`src/rtl/instr_fetch_decode.sv`:
```
// -----------------------------------------------------------------------------
// instr_fetch_decode
//   Fetch/decode front end of the 16-bit core. Walks the PC, reads words from
//   a 1-cycle-latency instruction ROM, and splits each word into fields that
//   are handed to the sign-extend stage and register file via valid/ready.
//   Branch redirects reload the PC and flush any in-flight fetch.
//
// Ports
//   clk          in   1     rising-edge clock
//   rst_n        in   1     asynchronous active-low reset
//   imem_en      out  1     ROM read strobe (data returns one cycle later)
//   imem_addr    out  PC_W  ROM word address (= pc)
//   imem_rdata   in   16    ROM read data
//   redirect     in   1     branch taken: load redirect_pc and flush
//   redirect_pc  in   PC_W  branch target
//   out_valid    out  1     decoded instruction presented
//   out_ready    in   1     consumer accepts when out_valid & out_ready
//   out_pc       out  PC_W  address of the presented instruction
//   opcode       out  4     instr[15:12]
//   rd           out  4     instr[11:8]
//   rs1          out  4     instr[7:4]
//   rs2          out  4     instr[3:0]
//   imm8         out  8     instr[7:0]
//   imm_src      out  1     IMM_OP_MASK[opcode]
//   halted       out  1     halt instruction accepted; fetching stopped
// -----------------------------------------------------------------------------
module instr_fetch_decode #(
  parameter int          PC_W        = 8,
  parameter logic [15:0] IMM_OP_MASK = 16'h01F0,
  parameter logic [3:0]  HALT_OP     = 4'hF
) (
  input  logic            clk,
  input  logic            rst_n,
  output logic            imem_en,
  output logic [PC_W-1:0] imem_addr,
  input  logic [15:0]     imem_rdata,
  input  logic            redirect,
  input  logic [PC_W-1:0] redirect_pc,
  output logic            out_valid,
  input  logic            out_ready,
  output logic [PC_W-1:0] out_pc,
  output logic [3:0]      opcode,
  output logic [3:0]      rd,
  output logic [3:0]      rs1,
  output logic [3:0]      rs2,
  output logic [7:0]      imm8,
  output logic            imm_src,
  output logic            halted
);

  localparam logic [2:0] S_IDLE = 3'd0;
  localparam logic [2:0] S_REQ  = 3'd1;
  localparam logic [2:0] S_WAIT = 3'd2;
  localparam logic [2:0] S_HOLD = 3'd3;
  localparam logic [2:0] S_HALT = 3'd4;

  localparam logic [PC_W-1:0] PC_ONE = {{(PC_W-1){1'b0}}, 1'b1};

  logic [2:0]      r_state;
  logic [PC_W-1:0] r_pc;
  logic [15:0]     r_instr;
  logic [PC_W-1:0] r_out_pc;

  logic [2:0]      w_state_nxt;
  logic [PC_W-1:0] w_pc_nxt;
  logic            w_capture;
  logic            w_xfer;

  assign w_xfer = (r_state == S_HOLD) && out_ready;

  always_comb begin
    w_state_nxt = r_state;
    w_pc_nxt    = r_pc;
    w_capture   = 1'b0;
    case (r_state)
      S_IDLE: begin
        w_state_nxt = S_REQ;
        if (redirect) w_pc_nxt = redirect_pc;
      end
      S_REQ: begin
        // A redirect here abandons the read just issued; its data is never captured.
        if (redirect) begin
          w_pc_nxt    = redirect_pc;
          w_state_nxt = S_REQ;
        end else begin
          w_state_nxt = S_WAIT;
        end
      end
      S_WAIT: begin
        if (redirect) begin
          w_pc_nxt    = redirect_pc;
          w_state_nxt = S_REQ;
        end else begin
          w_capture   = 1'b1;
          w_state_nxt = S_HOLD;
        end
      end
      S_HOLD: begin
        // An accepted halt wins over a simultaneous redirect: the core stops.
        if (w_xfer && (r_instr[15:12] == HALT_OP)) begin
          w_state_nxt = S_HALT;
        end else if (redirect) begin
          // Covers both the dropped-instruction case and a transfer in the same
          // cycle; either way the next fetch comes from the branch target.
          w_pc_nxt    = redirect_pc;
          w_state_nxt = S_REQ;
        end else if (w_xfer) begin
          w_pc_nxt    = r_pc + PC_ONE;
          w_state_nxt = S_REQ;
        end
      end
      S_HALT: begin
        w_state_nxt = S_HALT;
      end
      default: begin
        w_state_nxt = S_IDLE;
      end
    endcase
  end

  always_ff @(posedge clk or negedge rst_n) begin
    if (!rst_n) begin
      r_state  <= S_IDLE;
      r_pc     <= '0;
      r_instr  <= 16'h0000;
      r_out_pc <= '0;
    end else begin
      r_state <= w_state_nxt;
      r_pc    <= w_pc_nxt;
      if (w_capture) begin
        r_instr  <= imem_rdata;
        r_out_pc <= r_pc;
      end
    end
  end

  assign imem_en   = (r_state == S_REQ);
  assign imem_addr = r_pc;
  assign out_valid = (r_state == S_HOLD);
  assign halted    = (r_state == S_HALT);
  assign out_pc    = r_out_pc;

  // Fields decode straight off the instruction register, so they hold their
  // last values whenever out_valid is low.
  assign opcode  = r_instr[15:12];
  assign rd      = r_instr[11:8];
  assign rs1     = r_instr[7:4];
  assign rs2     = r_instr[3:0];
  assign imm8    = r_instr[7:0];
  assign imm_src = IMM_OP_MASK[r_instr[15:12]];

endmodule
```
`config.mk`:
```
export PLATFORM = sky130hd
export DESIGN_NAME = instr_fetch_decode
export DESIGN_NICKNAME = d
export VERILOG_FILES = /design/src/rtl/instr_fetch_decode.sv
export SDC_FILE = /design/constraint.sdc
export NUM_CORES = 1
export LEC_CHECK = 0
export ABC_AREA = 0
export BUFFER_PORTS_ARGS = -buffer_cell sky130_fd_sc_hd__buf_2
export CAP_MARGIN = 0
export CORE_MARGIN = 2
export CORE_UTILIZATION = 43
export DETAILED_ROUTE_END_ITERATION = 6
export PLACE_DENSITY = 0.75
export SLEW_MARGIN = 20
export SYNTH_ARGS = -nofsm -noshare
export SYNTH_HDL_FRONTEND = slang
export SYNTH_SLANG_ARGS = --single-unit
```
`constraint.sdc`:
```
create_clock -name clk -period 1.65 [get_ports clk]
set_input_delay 0.2475 -clock clk [delete_from_list [all_inputs] [get_ports clk]]
set_output_delay 0.2475 -clock clk [all_outputs]
set_load 0.03 [all_outputs]
```
==> results.toml, run 1 <==
[clock_network]
clk_pin_slew_ps = 70
max-clock-path-buffers = 2
cts-root-buf = "clkbuf_8"
cts_setup_buffers = 0
cts_sinks = 35
clk-insertion-delay-late_ps = 290
htree_levels = 2
cts_tree = "yes"
cts_buffers = 5

[synth]
synth-edff-count = 0
yosys.area.top_type_share_pct = 49.4
yosysMostFrequentCell = "dfrtp_1"
synthCells = 144
synth_top_area_cell = "dfrtp_1"
synth_fp_nets = 173
post_synth.cell_area_avg_sq_um = 12.3
syn-cell-area_sq_um = 1770
ys_top_cells_by_area = "dfrtp_1 49%, mux2_4 15%, buf_4 4.7%, a21oi_1 3.4%, mux2_2 3.2%"
yosys_warnings = 0
synthDistinctLibCells = 34
yosys-top-cells-count = "35 x dfrtp_1, 18 x mux2_4, 12 x a21oi_1, 11 x buf_4, 10 x nand2_1"
synth_ff_type = "dfrtp_1"
synth-seq-cells = 35
ys_async_sr_fraction_pct = 100
ys_seq_area_share_pct = 49.4

[setup_path]
critPathLaunchType = "register"
required_ps = 1400
cp-end-kind = "primary output"
r2r-end = "out_pc[2]"
reg2reg_from = "r_state[0]"
critical_path.max_fanout = 6
r2r_setup_slack_ps = 120
arrival_ps = 1280
crit_type = "reg -> out"
rr_worst_depth = 3

[pwr]
p_per_area_nw_per_um2 = 1630
total_power_mw = 3.60
pwr-share-comb_pct = 46.4
pwr-share-seq_pct = 37.5
power.internal_mw = 2.04
vdd_drop_max_mv = 0.792
p_sw_share_pct = 43.2
clkPwrFrac_pct = 16.1
power_leakage_nw = 1.08
power_switching_mw = 1.55

[placement]
placed_cell_area_sq_um = 2110
place_inst = 256
dp_hpwl_mm = 2.72
port_buffers = 71
pre_cts_ws_ps = 116
routabilityCongestion = 0.830

[sta]
skew_ps = 11.4
rsz0062_at_grt = "false"
setup_ws_ps = 125
tightestPinTransition_ps = 779
layout_min_cycle_time_ps = 1530
final_max_slew_viol_count = 0
timing.final.crit_share_pct = 92.4
relSlewSlack_pct = 48.0
hold_violations = 0
finalSetupViolCount = 0
fin_hold_ws_ps = 26.9
max_freq_ghz = 0.656
setup_tns_ps = 0

[grt]
grt_usage_pct = 16.8
antenna_found_initial = 0
first_global_vias = 1232
grt_pass1_wl_mm = 5.62
grt_start_max_net_pins = 36
gr-total-overflow = 0

[route]
vias_per_cell = 5.26
drc = 0
vias = 1388
drt_iter0_drc = 72
ant_nets = 0
wire_per_inst_microns = 14.1
dr.pass1.iters = 4
wl_mm = 3.72

[final_layout]
fin_util_pct = 55.5
finalInstanceArea_sq_um = 2210
diodes = 0
final_layout_size_suffix_gt1_share_pct = 54.2
nFillCells = 358
area_growth_syn_to_layout_pct = 24.5
fin_cells = 264
finalNetCount = 242

[floorplanning]
initial_core_util_pct = 44.6
die_h_microns = 68.2
std_cell_rows = 23
core_area_sq_um = 3970
die_x_microns = 68.2
die-area_sq_um = 4650
io_pins = 72

[flow_run]
max_cap_violations = 0

[status]
status = "finished clean"

[min_path]
hp-class = "in -> async"
[registers in the layout (all words and copies together) (netlist names)]
| register | count |
|---|---|
| imem_addr | 8 |
| out_pc | 8 |
| r_instr | 16 |
| r_state | 3 |
[cell families after synthesis]
family / count (synthesis) / share of synthesized area (%)
flops: 35 / 49.4
simple gates: 34 / 11.6
compound gates: 33 / 11.9
mux: 23 / 18.4
buf+inv: 18 / 7.91
fa+ha+maj: 1 / 0.706
[cell type report]
cell class,count,area (sq um),area share (%)
Inverter,1,3.75,0.170
Tap cell,50,62.6,2.84
Clock buffer,7,76.3,3.46
Clock inverter,1,5.00,0.227
Multi-Input combinational cell,91,761,34.5
Sequential cell,35,880,39.9
Timing Repair Buffer,79,418,18.9
[worst max-delay path, stage by stage (launching register included)]
cell	delay, ps
dfrtp_2	470
buf_4	180
nor2_1	130
buf_2	220
[worst max path at each step]
| stage | startpoint | endpoint | slack, ps |
|---|---|---|---|
| 2_1_floorplan | r_instr[14] | imm_src | 60 |
| 3_3_place_gp | r_state[0] | out_pc[2] | 140 |
| 3_5_place_dp | r_state[0] | out_pc[2] | 120 |
| 4_1_cts | r_state[2] | imem_en | 20 |
| 5_1_grt | r_state[1] | halted | 20 |
| 6_report | r_state[2] | out_valid | 120 |
[cell usage in the layout, fill, tap and decap left out, drive strengths merged, types with 3 or more instances in the layout]
| master | synthesis | layout |
|---|---|---|
| a21oi | 12 | 12 |
| and2 | 3 | 3 |
| buf | 16 | 79 |
| clkbuf | 1 | 7 |
| dfrtp | 35 | 35 |
| mux2 | 23 | 23 |
| nand2 | 10 | 10 |
| nand3 | 3 | 3 |
| nor2 | 5 | 5 |
| o21ai | 9 | 9 |
[layer usage]
| layer | track usage (%) | share of wire (%) | up-vias |
|---|---|---|---|
| li1 | - | - | 652 |
| met2 | 27.5 | 47 | 69 |
| met3 | 5.76 | 9.1 | 6 |
| met1 | 20.0 | 42 | 661 |
| met4 | 7.50 | 1.6 | 0 |
| met5 | 0 | 0 | - |
[repair_timing]
item / CTS / global route
setup endpoints to repair: 1 / 2
hold buffers: 0 / 0
endpoints found under the hold margin: 0 / 0
resized for setup: 1 / 4
[power by group through the flow]
| stage | clock network (mW) | logic, mW | registers [mW] |
|---|---|---|---|
| after global routing | 0.635 | 1.79 | 1.40 |
| after detailed placement | 0 | 1.68 | 1.36 |
| after global placement | 0 | 1.66 | 1.35 |
| final | 0.579 | 1.67 | 1.35 |
| after CTS | 0.600 | 1.68 | 1.35 |
| after floorplan | 0 | 0.766 | 1.86 |
Note: power is estimated with default switching activity, not from simulation.
==> run 2: changes to the inputs <==
--- a/config.mk
+++ b/config.mk
@@ -6,12 +6,12 @@
 export NUM_CORES = 1
 export LEC_CHECK = 0
 export ABC_AREA = 0
-export BUFFER_PORTS_ARGS = -buffer_cell sky130_fd_sc_hd__buf_2
 export CAP_MARGIN = 0
 export CORE_MARGIN = 2
-export CORE_UTILIZATION = 43
+export CORE_UTILIZATION = 56
 export DETAILED_ROUTE_END_ITERATION = 6
-export PLACE_DENSITY = 0.75
+export DONT_BUFFER_PORTS = 1
+export PLACE_DENSITY = 0.74
 export SLEW_MARGIN = 20
 export SYNTH_ARGS = -nofsm -noshare
 export SYNTH_HDL_FRONTEND = slang
==> run 2 against run 1 <==
  * First-iteration DRC count is 32% lower
  * Count of clock-buffer cells in the layout stayed put
  * Final area is 11% lower
  * Sequential share of layout area is 4.7 points higher
  * Power shrank 9.8%
  * Final cell count shrank 23%
  * Combinational power shrank 45%
  * Clock power down 25%
  * Utilization up 9.6 points
  * Maximum frequency down 3.3%
  * Routed wire length decreased by 6.7%
  * Sequential power is 40% higher
==> results.toml, run 2 (synthesized netlist as in run 1, its figures left out) <==
[clock_network]
cts_buffers = 5
cts_sinks = 35
clk-insertion-delay-late_ps = 340
max-clock-path-buffers = 2
htree_levels = 2
clk_pin_slew_ps = 100
cts-root-buf = "clkbuf_4"
cts_tree = "yes"

[setup_path]
reg2reg_from = "r_state[2]"
crit_type = "reg -> out"
critPathLaunch = "r_state[1]"
critPathMaxStageDelay_ps = 450
critical_path.max_fanout = 6
cp_cell_sequence = "buf_4 > nor2_1 > and2_4"
cp-end-kind = "primary output"
rr_worst_depth = 4
required_ps = 1400
r2r_setup_slack_ps = 80
arrival_ps = 1330
slowest_stage = "dfrtp_2"
r2r-end = "out_pc[4]"
critPathLaunchType = "register"

[grt]
use_met3_pct = 7.58
use_met1_pct = 22.9
grt_util_met2_pct = 34.0
gr-max-usage-layer = "met2"
grt_pass1_wl_mm = 5.40
first_global_vias = 1187
antenna_found_initial = 0
grt_usage_pct = 20.2
grt_start_max_net_pins = 36
gr-total-overflow = 0

[floorplanning]
core_area_sq_um = 3030
initial_core_util_pct = 58.5
die_h_microns = 60.2
die-area_sq_um = 3630
io_pins = 72
die_x_microns = 60.2
std_cell_rows = 20

[sta]
setup_tns_ps = 0
finalSetupViolCount = 0
skew_ps = 10.5
relSlewSlack_pct = 62.4
layout_min_cycle_time_ps = 1580
hold_violations = 0
timing.final.crit_share_pct = 95.6
max_freq_ghz = 0.634
tightestPinTransition_ps = 565
final_max_slew_viol_count = 0
rsz0062_at_grt = "false"

[route]
drt_iter0_drc = 49
vias_per_cell = 5.91
ant_nets = 0
drc = 0
wire_per_inst_microns = 17.1
wl_mm = 3.47
dr.pass1.iters = 4
vias = 1200

[pwr]
p_per_area_nw_per_um2 = 1640
total_power_mw = 3.24
power_leakage_nw = 0.869
vdd_drop_max_mv = 0.785

[min_path]
holdPathStages = 2
holdPathEnd = "r_instr[14]"
min_from = "imem_rdata[14]"
hp-class = "in -> reg"

[placement]
port_buffers = 0
routabilityCongestion = 0.793
placed_cell_area_sq_um = 1850
dp_hpwl_mm = 2.41

[final_layout]
finalNetCount = 187
top_register = "r_instr"
finalInstanceArea_sq_um = 1970
diodes = 0
largest_reg_flops = 16
final_cell_mix = "32 x dfrtp_1, 18 x mux2_4, 18 x buf_4, 12 x a21oi_1, 10 x nand2_1"
final_layout_size_suffix_gt1_share_pct = 38.4
area_growth_syn_to_layout_pct = 11.3
layout_commonest_cell = "dfrtp_1"

[flow_run]
max_cap_violations = 0

[status]
status = "finished clean"
## run 2: metrics by stage
stage               setup slack, ps  hold slack (ps)  util (%)  std cells
detailed placement             46.5            -47.4      61.0        190
finish                         72.6             32.6      65.1        203
floorplan                      63.4            -48.1         -        144
CTS                            4.97             20.9      64.0        201
global route                   1.25             26.9      65.1        203
global placement                148            -47.3      61.0        190
## run 2: routing by layer
metal  share of wire, %  vias up  wire, microns
met5                  0        -              0
met4                2.4        0             84
met3                9.7       12            336
met2                 49       66           1700
met1                 39      584           1350
li1                   -      538              -
## run 2: worst max-delay path by stage
stage	endpoint	slack, ps
after global routing	imm_src	1
after detailed placement	imem_addr[3]	50
after global placement	out_pc[2]	150
final	halted	70
after CTS	imem_en	5
after floorplan	imm_src	60
## run 2: area by class of cell
cell class                 instances  area (sq um)
timing repair buffer              24           218
clock inverter                     1          5.00
sequential                        35           880
clock buffer                       7          45.0
inverter                           1          3.75
multi-input combinational         91           766
fill                             235          1060
tap                               44          55.1
## run 2: repair_timing
item	CTS	global route
setup endpoints to repair	2	8
resized for setup	2	7
hold buffers	3	0
buffers inserted	0	2
endpoints found under the hold margin	36	0
## run 2: critical path: cells and delay by family, from the launching register on
kind | cells | cell delay (ps)
and+or+nand+nor | 2 | 380
buffers and inverters | 1 | 170
DFF | 1 | 450
## run 2: power breakdown
part           internal, mW  total (mW)  switching (mW)
clock network         0.166       0.435           0.269
registers              1.12        1.89           0.770
logic                 0.472       0.922           0.450
